==> src/rtl/approx_mul_err_pkg.sv <==
// rtl/approx_mul_err_pkg.sv - shared types, default widths and saturating add for the error monitor
package approx_mul_err_pkg;

    localparam int DEF_IN_W    = 6;
    localparam int DEF_OUT_W   = 12;
    localparam int DEF_SAMPLES = 4096;
    localparam int DEF_CNT_W   = 13;
    localparam int DEF_ACC_W   = 24;
    localparam int DEF_SQ_W    = 36;
    localparam int SAT_MAX_W   = 63;

    typedef enum logic [1:0] {
        IDLE  = 2'd0,
        RUN   = 2'd1,
        DRAIN = 2'd2,
        DONE  = 2'd3
    } state_e;

    // Callers zero-extend into 64 bits; the result is clamped to the w-bit all-ones value.
    function automatic logic [63:0] sat_add(input logic [63:0] acc,
                                            input logic [63:0] inc,
                                            input int          w);
        logic [64:0] sum;
        logic [64:0] lim;
        sum = {1'b0, acc} + {1'b0, inc};
        lim = (65'd1 << w) - 65'd1;
        return (sum > lim) ? lim[63:0] : sum[63:0];
    endfunction

endpackage

==> src/rtl/err_sat_acc.sv <==
// rtl/err_sat_acc.sv - width-parameterised saturating accumulator with sync clear and enable
module err_sat_acc
    import approx_mul_err_pkg::*;
#(
    parameter int W    = DEF_ACC_W,
    parameter int IN_W = DEF_OUT_W
) (
    input  logic            clk,
    input  logic            rst,
    input  logic            clr,
    input  logic            en,
    input  logic [IN_W-1:0] inc,
    output logic [W-1:0]    acc
);

    if (W > SAT_MAX_W || IN_W > SAT_MAX_W) begin : g_bad_w
        $fatal(1, "err_sat_acc: width exceeds supported maximum");
    end

    logic [W-1:0] acc_q;
    logic [W-1:0] acc_d;

    always_comb begin
        acc_d = acc_q;
        if (clr) begin
            acc_d = '0;
        end else if (en) begin
            acc_d = W'(sat_add(64'(acc_q), 64'(inc), W));
        end
    end

    always_ff @(posedge clk or posedge rst) begin
        if (rst) begin
            acc_q <= '0;
        end else begin
            acc_q <= acc_d;
        end
    end

    assign acc = acc_q;

endmodule

==> src/rtl/approx_mul_err_monitor.sv <==
// rtl/approx_mul_err_monitor.sv - recomputes exact products and accumulates approximate-multiplier error metrics
module approx_mul_err_monitor
    import approx_mul_err_pkg::*;
#(
    parameter int IN_W    = DEF_IN_W,
    parameter int OUT_W   = DEF_OUT_W,
    parameter int SAMPLES = DEF_SAMPLES,
    parameter int CNT_W   = DEF_CNT_W,
    parameter int ACC_W   = DEF_ACC_W,
    parameter int SQ_W    = DEF_SQ_W
) (
    input  logic             clk,
    input  logic             rst,
    input  logic             start,
    input  logic             in_valid,
    output logic             in_ready,
    input  logic [IN_W-1:0]  op_a,
    input  logic [IN_W-1:0]  op_b,
    input  logic [OUT_W-1:0] approx_p,
    output logic             busy,
    output logic             done,
    output logic [CNT_W-1:0] sample_cnt,
    output logic [CNT_W-1:0] err_cnt,
    output logic [ACC_W-1:0] err_sum,
    output logic [SQ_W-1:0]  err_sq_sum,
    output logic [OUT_W-1:0] err_max
);

    if (OUT_W != 2 * IN_W) begin : g_bad_out_w
        $fatal(1, "approx_mul_err_monitor: OUT_W must equal 2*IN_W");
    end
    if (SAMPLES < 1 || SAMPLES > (2 ** CNT_W) - 1) begin : g_bad_samples
        $fatal(1, "approx_mul_err_monitor: SAMPLES out of range for CNT_W");
    end

    localparam logic [CNT_W-1:0] LAST_IDX = CNT_W'(SAMPLES - 1);

    state_e             state_q, state_d;
    logic [CNT_W-1:0]   sample_cnt_q, sample_cnt_d;
    logic [CNT_W-1:0]   err_cnt_q, err_cnt_d;
    logic [OUT_W-1:0]   err_max_q, err_max_d;
    logic               s1_v_q, s1_v_d;
    logic [OUT_W-1:0]   exact_q, exact_d;
    logic [OUT_W-1:0]   approx_q, approx_d;

    logic               start_ok;
    logic               accept;
    logic               last_accept;
    logic [OUT_W-1:0]   diff;
    logic [2*OUT_W-1:0] diff_sq;

    assign start_ok    = start && (state_q == IDLE || state_q == DONE);
    assign accept      = in_valid && (state_q == RUN);
    assign last_accept = accept && (sample_cnt_q == LAST_IDX);

    always_comb begin
        state_d  = state_q;
        in_ready = 1'b0;
        busy     = 1'b0;
        done     = 1'b0;
        case (state_q)
            IDLE: begin
                if (start) state_d = RUN;
            end
            RUN: begin
                in_ready = 1'b1;
                busy     = 1'b1;
                if (last_accept) state_d = DRAIN;
            end
            DRAIN: begin
                busy = 1'b1;
                // The last sample is folded into the metrics on this same edge.
                if (!s1_v_d) state_d = DONE;
            end
            DONE: begin
                done = 1'b1;
                if (start) state_d = RUN;
            end
            default: state_d = IDLE;
        endcase
    end

    // Stage 1: capture the exact product alongside the multiplier's answer.
    always_comb begin
        s1_v_d   = accept;
        exact_d  = exact_q;
        approx_d = approx_q;
        if (accept) begin
            exact_d  = OUT_W'(op_a) * OUT_W'(op_b);
            approx_d = approx_p;
        end
    end

    // Stage 2: absolute error and the metric updates that consume it.
    always_comb begin
        diff    = (exact_q >= approx_q) ? (exact_q - approx_q) : (approx_q - exact_q);
        diff_sq = (2 * OUT_W)'(diff) * (2 * OUT_W)'(diff);
    end

    always_comb begin
        sample_cnt_d = sample_cnt_q;
        err_cnt_d    = err_cnt_q;
        err_max_d    = err_max_q;
        if (start_ok) begin
            sample_cnt_d = '0;
            err_cnt_d    = '0;
            err_max_d    = '0;
        end else begin
            if (accept) sample_cnt_d = sample_cnt_q + 1'b1;
            if (s1_v_q && diff != '0) err_cnt_d = err_cnt_q + 1'b1;
            if (s1_v_q && diff > err_max_q) err_max_d = diff;
        end
    end

    always_ff @(posedge clk or posedge rst) begin
        if (rst) begin
            state_q      <= IDLE;
            sample_cnt_q <= '0;
            err_cnt_q    <= '0;
            err_max_q    <= '0;
            s1_v_q       <= 1'b0;
            exact_q      <= '0;
            approx_q     <= '0;
        end else begin
            state_q      <= state_d;
            sample_cnt_q <= sample_cnt_d;
            err_cnt_q    <= err_cnt_d;
            err_max_q    <= err_max_d;
            s1_v_q       <= s1_v_d;
            exact_q      <= exact_d;
            approx_q     <= approx_d;
        end
    end

    err_sat_acc #(
        .W    (ACC_W),
        .IN_W (OUT_W)
    ) u_sum_acc (
        .clk (clk),
        .rst (rst),
        .clr (start_ok),
        .en  (s1_v_q),
        .inc (diff),
        .acc (err_sum)
    );

    err_sat_acc #(
        .W    (SQ_W),
        .IN_W (2 * OUT_W)
    ) u_sq_acc (
        .clk (clk),
        .rst (rst),
        .clr (start_ok),
        .en  (s1_v_q),
        .inc (diff_sq),
        .acc (err_sq_sum)
    );

    assign sample_cnt = sample_cnt_q;
    assign err_cnt    = err_cnt_q;
    assign err_max    = err_max_q;

endmodule

==> config.mk <==
export PLATFORM = sky130hd
export DESIGN_NAME = approx_mul_err_monitor
export DESIGN_NICKNAME = d
export VERILOG_FILES = /design/src/rtl/approx_mul_err_pkg.sv /design/src/rtl/err_sat_acc.sv /design/src/rtl/approx_mul_err_monitor.sv
export SDC_FILE = /design/constraint.sdc
export NUM_CORES = 1
export LEC_CHECK = 0
export ABC_AREA = 1
export BUFFER_PORTS_ARGS = -buffer_cell sky130_fd_sc_hd__buf_2
export CAP_MARGIN = 25
export CELL_PAD_IN_SITES_DETAIL_PLACEMENT = 1
export CELL_PAD_IN_SITES_GLOBAL_PLACEMENT = 2
export CORE_MARGIN = 10
export CORE_UTILIZATION = 33
export CTS_BUF_LIST = sky130_fd_sc_hd__clkbuf_8
export DETAILED_ROUTE_END_ITERATION = 12
export PLACE_DENSITY_LB_ADDON = 0.1
export SLEW_MARGIN = 15
export SYNTH_ARGS = -nofsm -noshare
export SYNTH_HDL_FRONTEND = slang
export SYNTH_SLANG_ARGS = --single-unit
==> constraint.sdc <==
create_clock -name clk -period 6.6 [get_ports clk]
set_input_delay 1.65 -clock clk [delete_from_list [all_inputs] [get_ports clk]]
set_output_delay 1.65 -clock clk [all_outputs]
set_load 0.01 [all_outputs]
## After elaboration in Yosys (flattened, before gate mapping)

Cells that the tools add are included.

| storage, ports and cells | value |
|---|---|
| bits in registers | 125 |
| input port bits | 28 |
| output and inout port bits | 101 |
| word-level logic and storage cells | 63 |

| operators by class | value |
|---|---|
| add/sub/neg operators | 6 |
| multipliers | 2 |
| order comparisons | 4 |
| equality and inequality tests | 7 |
| multiplexer cells | 20 |
| reduce and logical (&&, ||, !) cells | 15 |

Operators by type and width:

| operator | count |
|---|---|
| $mux W36 | 3 |
| $mux W24 | 3 |
| $mux W13 | 4 |
| $add A36 B24 Y37 | 1 |
| $gt A37 B36 Y1 const B | 1 |
| $mux W12 | 3 |
| $add A13 B1 Y13 const B | 2 |
| $add A24 B12 Y25 | 1 |
| $gt A25 B24 Y1 const B | 1 |
| $mul A12 B12 Y24 | 1 |
| $sub A12 B12 Y12 | 2 |
| $eq A13 B12 Y1 const B | 1 |
| $ge A12 B12 Y1 | 1 |
| $gt A12 B12 Y1 | 1 |
| $mul A6 B6 Y12 | 1 |
| $reduce_bool A12 Y1 | 1 |
| $reduce_bool A2 Y1 | 4 |
| $mux W2 | 3 |
| $pmux W2 S3 | 1 |
| $logic_and A1 B1 Y1 | 5 |
| $eq A2 B2 Y1 const B | 2 |
| $ne A2 B2 Y1 const B | 2 |
| $reduce_or A2 Y1 | 2 |
| $mux W1 | 3 |
| 5 further kinds | 5 |

## Longest topological paths before layout

| depth | value |
|---|---|
| word-level depth | 8 |
| gate-level depth with buffers | 41 |
| mapped depth without buffers | 39 |

## By module

A second synthesis with hierarchy kept.

| second synthesis, totals | value |
|---|---|
| cells, all modules | 2,392 |
| area total of the unflattened synthesis | 15,926.5 sq um |

Modules (own cells, without submodules):

| module | times used | cells each | area an instance (sq um) | seq. area each (sq um) |
|---|---|---|---|---|
| approx_mul_err_monitor | 1 | 1,319 | 9,651.8 | 1,626.6 |
| err_sat_acc (u_sq_acc) | 1 | 695 | 3,961.3 | 900.9 |
| err_sat_acc (u_sum_acc) | 1 | 378 | 2,313.5 | 600.6 |

## Least setup slack after synthesis

OpenSTA, ideal clock, no wires.

| timing path | value |
|---|---|
| path kind | flip-flop to flip-flop |
| from | reg exact_q[0] |
| to | reg u_sq_acc.acc_q[34], in the netlist u_sq_acc.acc[34] |
| library setup time | 123 ps |
| arrival | 6,600 ps |
| data required time | 6,477 ps |
| slack | -123 ps |
| cell stages (with the launch flop) | 35 |
| buffers on the path | 1 |
| clock period less this slack | 6,723 ps |
| path through | dfrtp_1 > inv_1 > ha_1 > inv_1 > fa_1 > nand2_1 > nand3_1 > nand3_2 > nand2_4 > inv_4 > o21ai_0 > nand2_1 > clkbuf_1 > nor2_1 > inv_1 > fa_1 > fa_1 > inv_1 > fa_1 > fa_1 > inv_1 > fa_1 > inv_1 > ha_1 > nand2_1 > inv_1 > nand3_1 > o21ai_0 > a21oi_1 > o21ai_0 > nand3_1 > nand3_1 > nand2_1 > o21ai_0 > nand2_1 |

| between the ends | value |
|---|---|
| longest elaborated chain between the ends | 8 |
| elaborated cells between the ends (all ways) | 10 |
| classes of those cells | 3 x add/sub; 1 x mul; 2 x order compare; 4 x mux |

Ends and longest elaborated chain:

| item | line | RTL |
|---|---|---|
| start: declaration | approx_mul_err_monitor.sv:43 | `logic [OUT_W-1:0] exact_q, exact_d;` |
| start signal: assignment | approx_mul_err_monitor.sv:130 | `exact_q <= exact_d;` |
| $sub A12 B12 Y12 or $ge A12 B12 Y1 (tied branches) | approx_mul_err_monitor.sv:96 | `diff = (exact_q >= approx_q) ? (exact_q - approx_q) : (approx_q - exact_q);` |
| $mux W12 * | approx_mul_err_monitor.sv:96 |  |
| $mul A12 B12 Y24 * | approx_mul_err_monitor.sv:97 | `diff_sq = (2 * OUT_W)'(diff) * (2 * OUT_W)'(diff);` |
| $add A36 B24 Y37 * | approx_mul_err_pkg.sv:25 | `sum = {1'b0, acc} + {1'b0, inc};` |
| $gt A37 B36 Y1 | approx_mul_err_pkg.sv:27 | `return (sum > lim) ? lim[63:0] : sum[63:0];` |
| $mux W36 * | approx_mul_err_pkg.sv:27 |  |
| $mux W36 * | err_sat_acc.sv:27 | `end else if (en) begin` |
| $mux W36 * | err_sat_acc.sv:25 | `if (clr) begin` |
| end signal: assignment | err_sat_acc.sv:34 | `acc_q <= '0;` |
| end signal: assignment | err_sat_acc.sv:36 | `acc_q <= acc_d;` |
| end: declaration | err_sat_acc.sv:20 | `logic [W-1:0] acc_q;` |

Every way passes the cells marked *; elsewhere a longest branch is shown, timed or not. The select of a mux whose other input is x is not followed.
A chain may end at the register's enable or synchronous reset.

## Worst setup path after layout

| timing path | value |
|---|---|
| from | reg approx_q[0] |
| to | reg u_sq_acc.acc_q[24], in the netlist u_sq_acc.acc[24] |

| between the ends | value |
|---|---|
| longest elaborated chain between the ends | 8 |
| elaborated cells between the ends (all ways) | 10 |
| classes of those cells | 3 x add/sub; 1 x mul; 2 x order compare; 4 x mux |

Ends and longest elaborated chain:

| item | line | RTL |
|---|---|---|
| start: declaration | approx_mul_err_monitor.sv:44 | `logic [OUT_W-1:0] approx_q, approx_d;` |
| start signal: assignment | approx_mul_err_monitor.sv:131 | `approx_q <= approx_d;` |
| $sub A12 B12 Y12 or $ge A12 B12 Y1 (tied branches) | approx_mul_err_monitor.sv:96 |  |
| $mux W12 * | approx_mul_err_monitor.sv:96 |  |
| $mul A12 B12 Y24 * | approx_mul_err_monitor.sv:97 |  |
| $add A36 B24 Y37 * | approx_mul_err_pkg.sv:25 |  |
| $gt A37 B36 Y1 | approx_mul_err_pkg.sv:27 |  |
| $mux W36 * | approx_mul_err_pkg.sv:27 |  |
| $mux W36 * | err_sat_acc.sv:27 |  |
| $mux W36 * | err_sat_acc.sv:25 |  |

Marked as above.

==> impl_metrics.env <==
export IMPL_status="complete, but fails checks"
export IMPL_violations="setup timing"
export IMPL_avgSynthCellArea_um2=7.70
export IMPL_utilization_pct=45.3
export IMPL_die_h_um=227
export IMPL_start_util_pct=33.6
export IMPL_hp_class="flop to flop"
export IMPL_grt_max_degree=89
export IMPL_wl_per_cell_um=18.0
export IMPL_grt_overflow_total=0
export IMPL_hold_violations=0
export IMPL_gp_congestion=0.872
export IMPL_ant_nets=0
export IMPL_synth_common_cells="inv_1, nand2_1, ha_1"
export IMPL_final_setup_tns_ns=-0.526
export IMPL_cts_buffer_depth=2
export IMPL_ctsHtreeMaxLevel=4
export IMPL_worstPathArrival_ns=7.12
export IMPL_synth_warnings=0
export IMPL_synthArstFlopShare_pct=100
export IMPL_worst_pin_slew_ns=0.965
export IMPL_crit_type="flop to flop"
export IMPL_clk_insertion_delay_late_ns=0.56
export IMPL_clk_pin_slew_ns=0.09
export IMPL_core_area_um2=42200
export IMPL_die_area_um2=51600
export IMPL_slew_violations=0
export IMPL_diodes=0
export IMPL_gr_usage_all_layers_pct=20.2
export IMPL_synth_edff_count=0
export IMPL_syn_area_um2=14200
export IMPL_synth_seq_area_share_pct=22.1
export IMPL_port_buffers=128
export IMPL_multi_input_area_um2=10400
export IMPL_grt_pass1_vias=14844
export IMPL_synthDistinctLibCells=51
export IMPL_slew_headroom_pct=35.5
export IMPL_dominantRegCellSynth="dfrtp_1"
export IMPL_netlist_instances=1841
export IMPL_rows=75
export IMPL_crit_path_max_incr_delay_ns=0.55
export IMPL_remaining_drc_errors=0
export IMPL_cp_required_ns=7.05
export IMPL_via_per_inst=4.85
export IMPL_cts_tree="built"
export IMPL_synthDominantCellAreaShare_pct=22.1
export IMPL_rsz0062_at_grt="true"
export IMPL_yosys_register_bits=125
export IMPL_synthToLayoutAreaGrowth_pct=34.8
export IMPL_nFillCells=5109
export IMPL_via_count=13450
export IMPL_clock_sinks=125
export IMPL_synth_area_top_cells="dfrtp_1, fa_1, ha_1, inv_1, nand2_1"
export IMPL_cp_start_kind="flop"
export IMPL_clock_skew_ns=0.0150
export IMPL_finalWorstSetupSlack_ns=-0.0640
export IMPL_drive_gt1_share_pct=31.9
export IMPL_drt_wl_total_um=49900
export IMPL_cts_buffers=17
export IMPL_hpwl_um=38600
export IMPL_regArea_um2=3130
export IMPL_synth_most_common_cell="inv_1"
export IMPL_clock_fmax_mhz=150
export IMPL_setup_viol=22
export IMPL_cp_end_kind="flop"
export IMPL_drtIter0Drc=644
export IMPL_critPathSlowestCell="fa_2"
export IMPL_io_pins=129
export IMPL_netlist_top_cell_by_area="dfrtp_1"
export IMPL_fin_crit_ns=6.66
export IMPL_final_nets=2508
export IMPL_max_cap_viol_count=0
export IMPL_first_pass_iters=4
export IMPL_syn_num_nets=2126
export IMPL_root_buffer="clkbuf_8"
export IMPL_cp_max_fo=6
export IMPL_die_x_um=227
export IMPL_antenna_found_initial=0
export IMPL_grt_pass1_wl_um=81200
export IMPL_fin_crit_sh_pct=101
==> worst paths after layout <==
path / from / end / slack, ns / cells after the start
hold / removal: u_sum_acc.acc[4]$_DFFE_PP0P_ / u_sum_acc.acc[4]$_DFFE_PP0P_ / 0.53 / 1
min in group asynchronous: rst / u_sum_acc.acc[22]$_DFFE_PP0P_ / 1.26 / 2
hold reg to reg: u_sum_acc.acc[4]$_DFFE_PP0P_ / u_sum_acc.acc[4]$_DFFE_PP0P_ / 0.53 / 1
max in group asynchronous: rst / u_sq_acc.acc[12]$_DFFE_PP0P_ / 4.14 / 3
setup / recovery: approx_q[0]$_DFFE_PP0P_ / u_sq_acc.acc[24]$_DFFE_PP0P_ / -0.06 / 34
setup reg to reg: approx_q[0]$_DFFE_PP0P_ / u_sq_acc.acc[24]$_DFFE_PP0P_ / -0.06 / 34
==> metrics by stage <==
step                hold WS, ns  instance area [µm²]  worst slack (ns)  instances
floorplan                 0.459                14200           0.00389       1841
global placement          0.488                17000            -0.534       2683
detailed placement        0.506                17000            -0.767       2685
CTS                       0.529                18500         0.0000848       2753
global route              0.551                19100            -0.354       2775
finish                    0.529                19100           -0.0640       2775
==> flip-flops by register name, summed over array words and instances, names as in the netlist <==
signal,cells
s1_v_q,1
state_q,2
u_sum_acc.acc,24
approx_q,12
err_cnt,13
err_max,12
u_sq_acc.acc,36
exact_q,12
sample_cnt,13
==> area by class of cell <==
class / instances / area share [%]
tap: 539 / 3.53
timing repair buffer: 410 / 15.9
sequential: 125 / 16.4
multi-input combinational: 1279 / 54.5
inverter: 390 / 7.86
clock buffer: 18 / 1.30
clock inverter: 14 / 0.511
==> routing by layer <==
layer	GRT usage (%)	routed length, µm	vias to the layer above
li1	-	-	6532
met1	26.6	23700	6705
met2	33.2	23300	179
met3	4.36	2190	34
met4	4.75	697	0
met5	0	0	-
==> cells by family after synthesis <==
logic type                 Yosys count  share of synthesized area [%]
AOI/OAI and AO/OA                  270                           10.7
xor gates and xnor gates            66                           4.08
adders and majority gates          257                           29.0
buffers and inverters              440                           12.3
DFF                                125                           22.1
muxes                                1                         0.0706
and+or+nand+nor                    682                           21.7
==> cells in the final DEF (no fill, tap or decap), types with 7 or more instances in the layout <==
cell / count
o21a_1: 7
buf_6: 19
ha_4: 27
clkinvlp_4: 10
nor3_1: 19
buf_2: 128
inv_1: 346
nor2_1: 94
buf_12: 8
xnor2_1: 20
dfrtp_1: 125
clkbuf_8: 18
nand4_1: 39
o21ai_0: 61
inv_2: 34
nand2_2: 40
nor2_2: 23
buf_4: 248
nand3_2: 16
nand2_1: 332
ha_1: 106
xor2_1: 42
fa_2: 8
o21ai_1: 31
a21o_1: 24
nand3_4: 7
nand3_1: 66
a21oi_1: 70
o21bai_1: 7
o21ai_2: 15
nor2_4: 11
nand2_4: 16
a21oi_2: 29
fa_1: 112
==> repair_timing <==
action / 4_1_cts / 5_1_grt
pin swaps: 97 / 70
resized for setup: 216 / 115
gates cloned: 5 / 1
buffers inserted: 31 / 22
hold buffers: 0 / 0
setup endpoints to repair: 36 / 36
==> critical path: cells and delay by family (launching register included) <==
family / cells / cell delay, ns
buffers and inverters: 10 / 0.94
adder cells (fa/ha/maj): 8 / 3.24
AND/OR/NAND/NOR: 11 / 1.30
XOR/XNOR: 2 / 0.25
AO/OA/AOI/OAI: 3 / 0.44
flip-flops: 1 / 0.39
Power is left out: the tool's default activity adds up to more than one toggle a clock period on the data nets, which glitch-free logic cannot reach.
